## config.mk

```make
export PLATFORM = sky130hd
export DESIGN_NAME = fetch_unit_flat
export DESIGN_NICKNAME = d
export VERILOG_FILES = /design/src/rtl/fetch_unit_pkg.sv /design/src/rtl/fetch_unit_if.sv /design/src/rtl/fetch_timer.sv /design/src/rtl/fetch_unit.sv /design/src/flat_wrapper.sv
export SDC_FILE = /design/constraint.sdc
export NUM_CORES = 1
export LEC_CHECK = 0
export CORE_MARGIN = 4
export CORE_UTILIZATION = 40
export DETAILED_ROUTE_END_ITERATION = 7
export PLACE_DENSITY_LB_ADDON = 0.12
export SYNTH_ARGS = -nofsm -noshare
export SYNTH_HDL_FRONTEND = slang
export SYNTH_SLANG_ARGS = --single-unit
export TNS_END_PERCENT = 10
```

## constraint.sdc

```tcl
create_clock -name clk -period 3.1 [get_ports clk]
set_clock_uncertainty 0.15 [all_clocks]
set_input_delay 0.775 -clock clk [delete_from_list [all_inputs] [get_ports clk]]
set_output_delay 0.775 -clock clk [all_outputs]
set_load 0.1 [all_outputs]
```

## src/rtl/fetch_unit_pkg.sv

```systemverilog
// rtl/fetch_unit_pkg.sv - shared types and widths for the instruction fetch stage
package fetch_unit_pkg;

    localparam int PC_W_DEF    = 10;
    localparam int INSTR_W_DEF = 16;
    localparam int WAIT_W      = 4;

    typedef enum logic [1:0] {
        ST_IDLE  = 2'd0,
        ST_READ  = 2'd1,
        ST_WRITE = 2'd2
    } fetch_state_t;

endpackage

```

## src/rtl/fetch_unit_if.sv

```systemverilog
// rtl/fetch_unit_if.sv - program memory read bus between fetch unit and memory
interface fetch_unit_if
    import fetch_unit_pkg::*;
#(
    parameter int PC_W    = PC_W_DEF,
    parameter int INSTR_W = INSTR_W_DEF
);

    logic               mem_rd;
    logic [PC_W-1:0]    mem_addr;
    logic [INSTR_W-1:0] mem_rdata;
    logic               mem_ack;

    modport master (
        output mem_rd,
        output mem_addr,
        input  mem_rdata,
        input  mem_ack
    );

    modport slave (
        input  mem_rd,
        input  mem_addr,
        output mem_rdata,
        output mem_ack
    );

endinterface

```

## src/rtl/fetch_timer.sv

```systemverilog
// rtl/fetch_timer.sv - wait counter that flags when a memory read has waited too long
module fetch_timer
    import fetch_unit_pkg::*;
#(
    parameter int TIMEOUT = 15
) (
    input  logic clk,
    input  logic rst,
    input  logic clr,
    input  logic en,
    output logic hit
);

    localparam logic [WAIT_W-1:0] LAST = WAIT_W'(TIMEOUT - 1);

    logic [WAIT_W-1:0] cnt;

    // hit is raised in the cycle whose increment would bring the count to TIMEOUT
    assign hit = en && (cnt == LAST);

    // count unacknowledged read cycles; restart after a clear or an expiry
    always_ff @(posedge clk or posedge rst) begin
        if (rst) begin
            cnt <= '0;
        end else if (clr || hit) begin
            cnt <= '0;
        end else if (en) begin
            cnt <= cnt + WAIT_W'(1);
        end
    end

endmodule

```

## src/rtl/fetch_unit.sv

```systemverilog
// rtl/fetch_unit.sv - program counter and single-word instruction fetch with branch redirect
module fetch_unit
    import fetch_unit_pkg::*;
#(
    parameter int          PC_W     = PC_W_DEF,
    parameter int          INSTR_W  = INSTR_W_DEF,
    parameter int unsigned RESET_PC = 0,
    parameter int          TIMEOUT  = 15
) (
    input  logic               clk,
    input  logic               rst,
    input  logic               fetch_req,
    input  logic               br_taken,
    input  logic [PC_W-1:0]    br_addr,
    fetch_unit_if.master       mem,
    output logic [INSTR_W-1:0] ir_data,
    output logic               ir_w,
    output logic               fetch_done,
    output logic               fetch_err,
    output logic [PC_W-1:0]    pc
);

    localparam logic [PC_W-1:0] PC_RST = PC_W'(RESET_PC);

    fetch_state_t    state;
    logic            rd_q;
    logic [PC_W-1:0] addr_q;
    logic            pend;
    logic [PC_W-1:0] pend_addr;
    logic            in_read;
    logic            tmr_en;
    logic            tmr_clr;
    logic            tmr_hit;

    assign mem.mem_rd   = rd_q;
    assign mem.mem_addr = addr_q;

    assign in_read = (state == ST_READ);
    assign tmr_en  = in_read && !mem.mem_ack;
    assign tmr_clr = !in_read || mem.mem_ack;

    fetch_timer #(
        .TIMEOUT (TIMEOUT)
    ) u_timer (
        .clk (clk),
        .rst (rst),
        .clr (tmr_clr),
        .en  (tmr_en),
        .hit (tmr_hit)
    );

    // fetch sequencer: IDLE -> READ -> WRITE -> IDLE, branches kept pending while busy
    always_ff @(posedge clk or posedge rst) begin
        if (rst) begin
            state      <= ST_IDLE;
            pc         <= PC_RST;
            addr_q     <= PC_RST;
            rd_q       <= 1'b0;
            ir_data    <= '0;
            ir_w       <= 1'b0;
            fetch_done <= 1'b0;
            fetch_err  <= 1'b0;
            pend       <= 1'b0;
            pend_addr  <= '0;
        end else begin
            ir_w       <= 1'b0;
            fetch_done <= 1'b0;
            fetch_err  <= 1'b0;
            case (state)
                ST_IDLE: begin
                    if (br_taken) begin
                        pc <= br_addr;
                    end
                    if (fetch_req) begin
                        // a simultaneous branch supplies the address of this fetch
                        addr_q <= br_taken ? br_addr : pc;
                        rd_q   <= 1'b1;
                        state  <= ST_READ;
                    end
                end
                ST_READ: begin
                    if (br_taken) begin
                        pend      <= 1'b1;
                        pend_addr <= br_addr;
                    end
                    if (mem.mem_ack) begin
                        ir_data    <= mem.mem_rdata;
                        rd_q       <= 1'b0;
                        ir_w       <= 1'b1;
                        fetch_done <= 1'b1;
                        state      <= ST_WRITE;
                    end else if (tmr_hit) begin
                        // abandoned fetch: pc only moves if a branch arrived meanwhile
                        rd_q      <= 1'b0;
                        fetch_err <= 1'b1;
                        state     <= ST_IDLE;
                        pend      <= 1'b0;
                        if (br_taken) begin
                            pc <= br_addr;
                        end else if (pend) begin
                            pc <= pend_addr;
                        end
                    end
                end
                ST_WRITE: begin
                    pend  <= 1'b0;
                    state <= ST_IDLE;
                    if (br_taken) begin
                        pc <= br_addr;
                    end else if (pend) begin
                        pc <= pend_addr;
                    end else begin
                        pc <= pc + PC_W'(1);
                    end
                end
                default: begin
                    rd_q  <= 1'b0;
                    state <= ST_IDLE;
                end
            endcase
        end
    end

endmodule

```

## src/flat_wrapper.sv

```systemverilog
// flat-port wrapper written by rule: the top's interface ports become plain ports
module fetch_unit_flat import fetch_unit_pkg::*;
#(
    parameter int          PC_W     = PC_W_DEF,
    parameter int          INSTR_W  = INSTR_W_DEF,
    parameter int unsigned RESET_PC = 0,
    parameter int          TIMEOUT  = 15
)
  (clk, rst, fetch_req, br_taken, br_addr, ir_data, ir_w, fetch_done, fetch_err, pc, mem_mem_rd, mem_mem_addr, mem_mem_rdata, mem_mem_ack);
  fetch_unit_if #(.PC_W(PC_W), .INSTR_W(INSTR_W)) mem_i ();
  input  logic clk;
  input  logic rst;
  input  logic fetch_req;
  input  logic br_taken;
  input  logic [PC_W-1:0] br_addr;
  output logic [INSTR_W-1:0] ir_data;
  output logic ir_w;
  output logic fetch_done;
  output logic fetch_err;
  output logic [PC_W-1:0] pc;
  output wire logic [$bits(mem_i.mem_rd)-1:0] mem_mem_rd;
  output wire logic [$bits(mem_i.mem_addr)-1:0] mem_mem_addr;
  input wire logic [$bits(mem_i.mem_rdata)-1:0] mem_mem_rdata;
  input wire logic [$bits(mem_i.mem_ack)-1:0] mem_mem_ack;
  assign mem_mem_rd = mem_i.mem_rd;
  assign mem_mem_addr = mem_i.mem_addr;
  assign mem_i.mem_rdata = mem_mem_rdata;
  assign mem_i.mem_ack = mem_mem_ack;
  fetch_unit #(.PC_W(PC_W), .INSTR_W(INSTR_W), .RESET_PC(RESET_PC), .TIMEOUT(TIMEOUT)) u_core (.clk(clk), .rst(rst), .fetch_req(fetch_req), .br_taken(br_taken), .br_addr(br_addr), .mem(mem_i), .ir_data(ir_data), .ir_w(ir_w), .fetch_done(fetch_done), .fetch_err(fetch_err), .pc(pc));
endmodule
```

==> results of run 1 <==
[critical path: cells and delay by family (launching register included)]
family,cells,cell delay (ns)
buffers and inverters,1,0.08
flip-flops,1,0.40
AND/OR/NAND/NOR,1,0.30
AO/OA/AOI/OAI,4,1.04
adder cells (fa/ha/maj),1,0.55
[layout make-up]
type	instances	area share
Multi-Input combinational cell	201	0.378
Sequential cell	56	0.375
Timing Repair Buffer	74	0.175
Tap cell	99	0.0331
Clock buffer	7	0.0258
Inverter	13	0.0131
[kinds of logic (layout without fill, tap and decap cells)]
family,Yosys count,after routing,share of synthesized area
buf+inv,29,94,0.0562
compound gates,84,84,0.193
mux,34,34,0.126
fa+ha+maj,6,6,0.0252
flops,56,56,0.470
simple gates,72,72,0.115
xor+xnor,5,5,0.0147
[stage by stage]
step                      setup slack, ns  area (um^2)   util
after global routing                0.288         3740  0.515
after CTS                           0.567         3740  0.515
final                               0.454         3740  0.515
after floorplan                     0.555         2980      -
after detailed placement            0.268         3640  0.502
after global placement              0.346         3640  0.502
[worst max-delay path by stage]
stage	cells after the start	slack, ns	to
after floorplan	5	0.55	u_core.pc[9]$_DFFE_PP0P_
after global placement	7	0.35	u_core.pc[6]$_DFFE_PP0P_
after detailed placement	7	0.27	u_core.pc[6]$_DFFE_PP0P_
after CTS	7	0.57	u_core.pc[6]$_DFFE_PP0P_
after global routing	7	0.29	u_core.pc[6]$_DFFE_PP0P_
final	7	0.45	u_core.pc[6]$_DFFE_PP0P_
[routing by layer]
metal | track usage | vias to the layer above | routed length, um
met2 | 0.261 | 76 | 3310
met4 | 0.0445 | 0 | 59
li1 | - | 1179 | -
met3 | 0.0574 | 5 | 550
met5 | 0 | - | 0
met1 | 0.228 | 1144 | 3430
[layout by cell type, fill, tap and decap left out, types with 7 or more instances in the layout]
cell type	instances
clkbuf_8	7
o21ai_0	16
nand2_1	15
nand3_1	7
dfrtp_1	56
a31oi_1	9
buf_4	42
nor2_1	29
mux2_2	28
clkdlybuf4s50_1	30
inv_1	11
a21oi_1	23
[synthesized netlist by cell type, types with 2 or more instances]
| cell type | instances |
|---|---|
| a211oi_1 | 3 |
| a21boi_0 | 2 |
| a21o_1 | 4 |
| a21oi_1 | 23 |
| a31oi_1 | 9 |
| and2_1 | 2 |
| buf_2 | 5 |
| buf_4 | 2 |
| buf_6 | 2 |
| clkbuf_1 | 4 |
| clkbuf_8 | 3 |
| dfrtp_1 | 56 |
| ha_1 | 6 |
| inv_1 | 12 |
| mux2_2 | 28 |
| mux2i_1 | 6 |
| nand2_1 | 15 |
| nand2b_1 | 2 |
| nand3_1 | 7 |
| nand3_2 | 2 |
| nand4_1 | 2 |
| nor2_1 | 29 |
| nor2b_1 | 4 |
| nor3_1 | 2 |
| o2111ai_1 | 3 |
| o21ai_0 | 16 |
| o221a_2 | 2 |
| o221ai_1 | 3 |
| o311ai_0 | 2 |
| or3_1 | 3 |
| xnor2_1 | 2 |
| xor2_1 | 3 |
[state kept, by name (all words and copies together), names as in the netlist]
| signal | flops |
|---|---|
| u_core.fetch_err | 1 |
| u_core.ir_data | 16 |
| u_core.ir_w | 1 |
| u_core.mem.mem_addr | 10 |
| u_core.mem.mem_rd | 1 |
| u_core.pc | 10 |
| u_core.pend | 1 |
| u_core.pend_addr | 10 |
| u_core.state | 2 |
| u_core.u_timer.cnt | 4 |
==> results_dict.tcl, run 1 <==
set metrics [dict create \
    dr.pass1.iters 4 \
    ant_nets 0 \
    ios 71 \
    hpwl_um 5220 \
    synth.distinct_cells 54 \
    r2r_start "u_core.state[1]$_DFFE_PP0P_" \
    cts_tree "built" \
    clock_path_buffers 2 \
    slowest_stage "ha_1" \
    io_buffers 70 \
    synth-async-reset-ratio 1.00 \
    post_cts_buffers 0 \
    post-route-min-period_ns 2.65 \
    die_h_um 94.3 \
    cp.arrival_ns 2.68 \
    worstSkewPairLatency_ns 0.31 \
    multiInputGateArea_mm2 0.00141 \
    die-area_mm2 0.00890 \
    crit_path_start "u_core.state[1]$_DFFE_PP0P_" \
    min_period_over_period 0.854 \
    cts-resized-gates 0 \
    seq_area_frac_synth 0.470 \
    min_path_cells 1 \
    synth_area_leader_cell "dfrtp_1" \
    min_path_type "flop to flop" \
    cts_sinks 56 \
    critPathKind "flop to flop" \
    yosys.area.top_type_share 0.470 \
    syn-cell-area_mm2 0.00298 \
    ys_ff_latch 56 \
    hold_viol_final 0 \
    rows 31 \
    rsz0062_at_grt "false" \
    grt_max_degree 39 \
    cts_buffers 5 \
    path_clk_slew_ns 0.10 \
    crit_required_ns 3.14 \
    synth_nets 323 \
    slew_viol_final 0 \
    drt_iter0_drc 96 \
    track_usage 0.169 \
    grt_overflow 0 \
    reg2reg_depth 7 \
    whs_endpoint "u_core.u_timer.cnt[0]$_DFFE_PP0P_" \
    antenna_found_initial 0 \
    fill_cells 686 \
    status "finished, final reports clean" \
    netlist_top_cells_area "dfrtp_1, mux2_2, a21oi_1" \
    root_buffer "clkbuf_8" \
    worstPathMaxFanout 16 \
    rrSetupSlack_ns 0.45 \
    num_antenna_cells 0 \
    drive_gt1_frac 0.265 \
    nNetsFinal 388 \
    setup_tns_ns 0 \
    fmax_mhz 378 \
    place_inst 443 \
    core_mm2 0.00725 \
    min-delay-start "u_core.u_timer.cnt[0]$_DFFE_PP0P_" \
    grt_pass1_vias 2408 \
    cts_max_level 2 \
    gp_congestion 0.837 \
    wl_um 7350 \
    regArea_mm2 0.00140 \
    max_slew.worst_pin.slew_ns 0.706 \
    die-width_um 94.3 \
    holdWs_ns 0.346 \
    end_kind "flop" \
    syn2layout_area_growth_pct 25.4 \
    drv_cap 0 \
    avgViaCountPerCell 5.34 \
    synth_warnings 0 \
    synth_cells 286 \
    crit_path_start_kind "flop" \
    finalNonFillerCells 450 \
    synth_edf_count 0 \
    r2r_end "u_core.pc[6]$_DFFE_PP0P_" \
    wl_per_cell_um 16.3 \
    synth_ff_type "dfrtp_1" \
    start_util 0.411 \
    finalSetupViolCount 0 \
    drc 0 \
    slowest_delay_ns 0.55 \
    maxSlewHeadroom 0.528 \
    ctsHoldBuffers 0 \
    grt_first_pass_wirelength_um 11800 \
    vias 2404 \
    syn_avg_cell_area_um2 10.4 \
    crit_chain "inv_1 -> ha_1 -> nand2b_1 -> o31a_2 -> a221oi_1 -> o21ai_0 -> o311ai_0" \
]
Power of run 1 is left out: the tool's default activity adds up to more than one toggle a clock period on the data nets, which glitch-free logic cannot reach.
==> run 2: changes to the inputs <==
--- a/config.mk
+++ b/config.mk
@@ -8,6 +8,7 @@
 export CORE_MARGIN = 4
 export CORE_UTILIZATION = 40
 export DETAILED_ROUTE_END_ITERATION = 7
+export HOLD_SLACK_MARGIN = 0.1
 export PLACE_DENSITY_LB_ADDON = 0.12
 export SYNTH_ARGS = -nofsm -noshare
 export SYNTH_HDL_FRONTEND = slang
==> results of run 2 <==
The final DEF is identical to that of run 1; final timing and power are the same.
Power of run 2 is left out for the same reason.
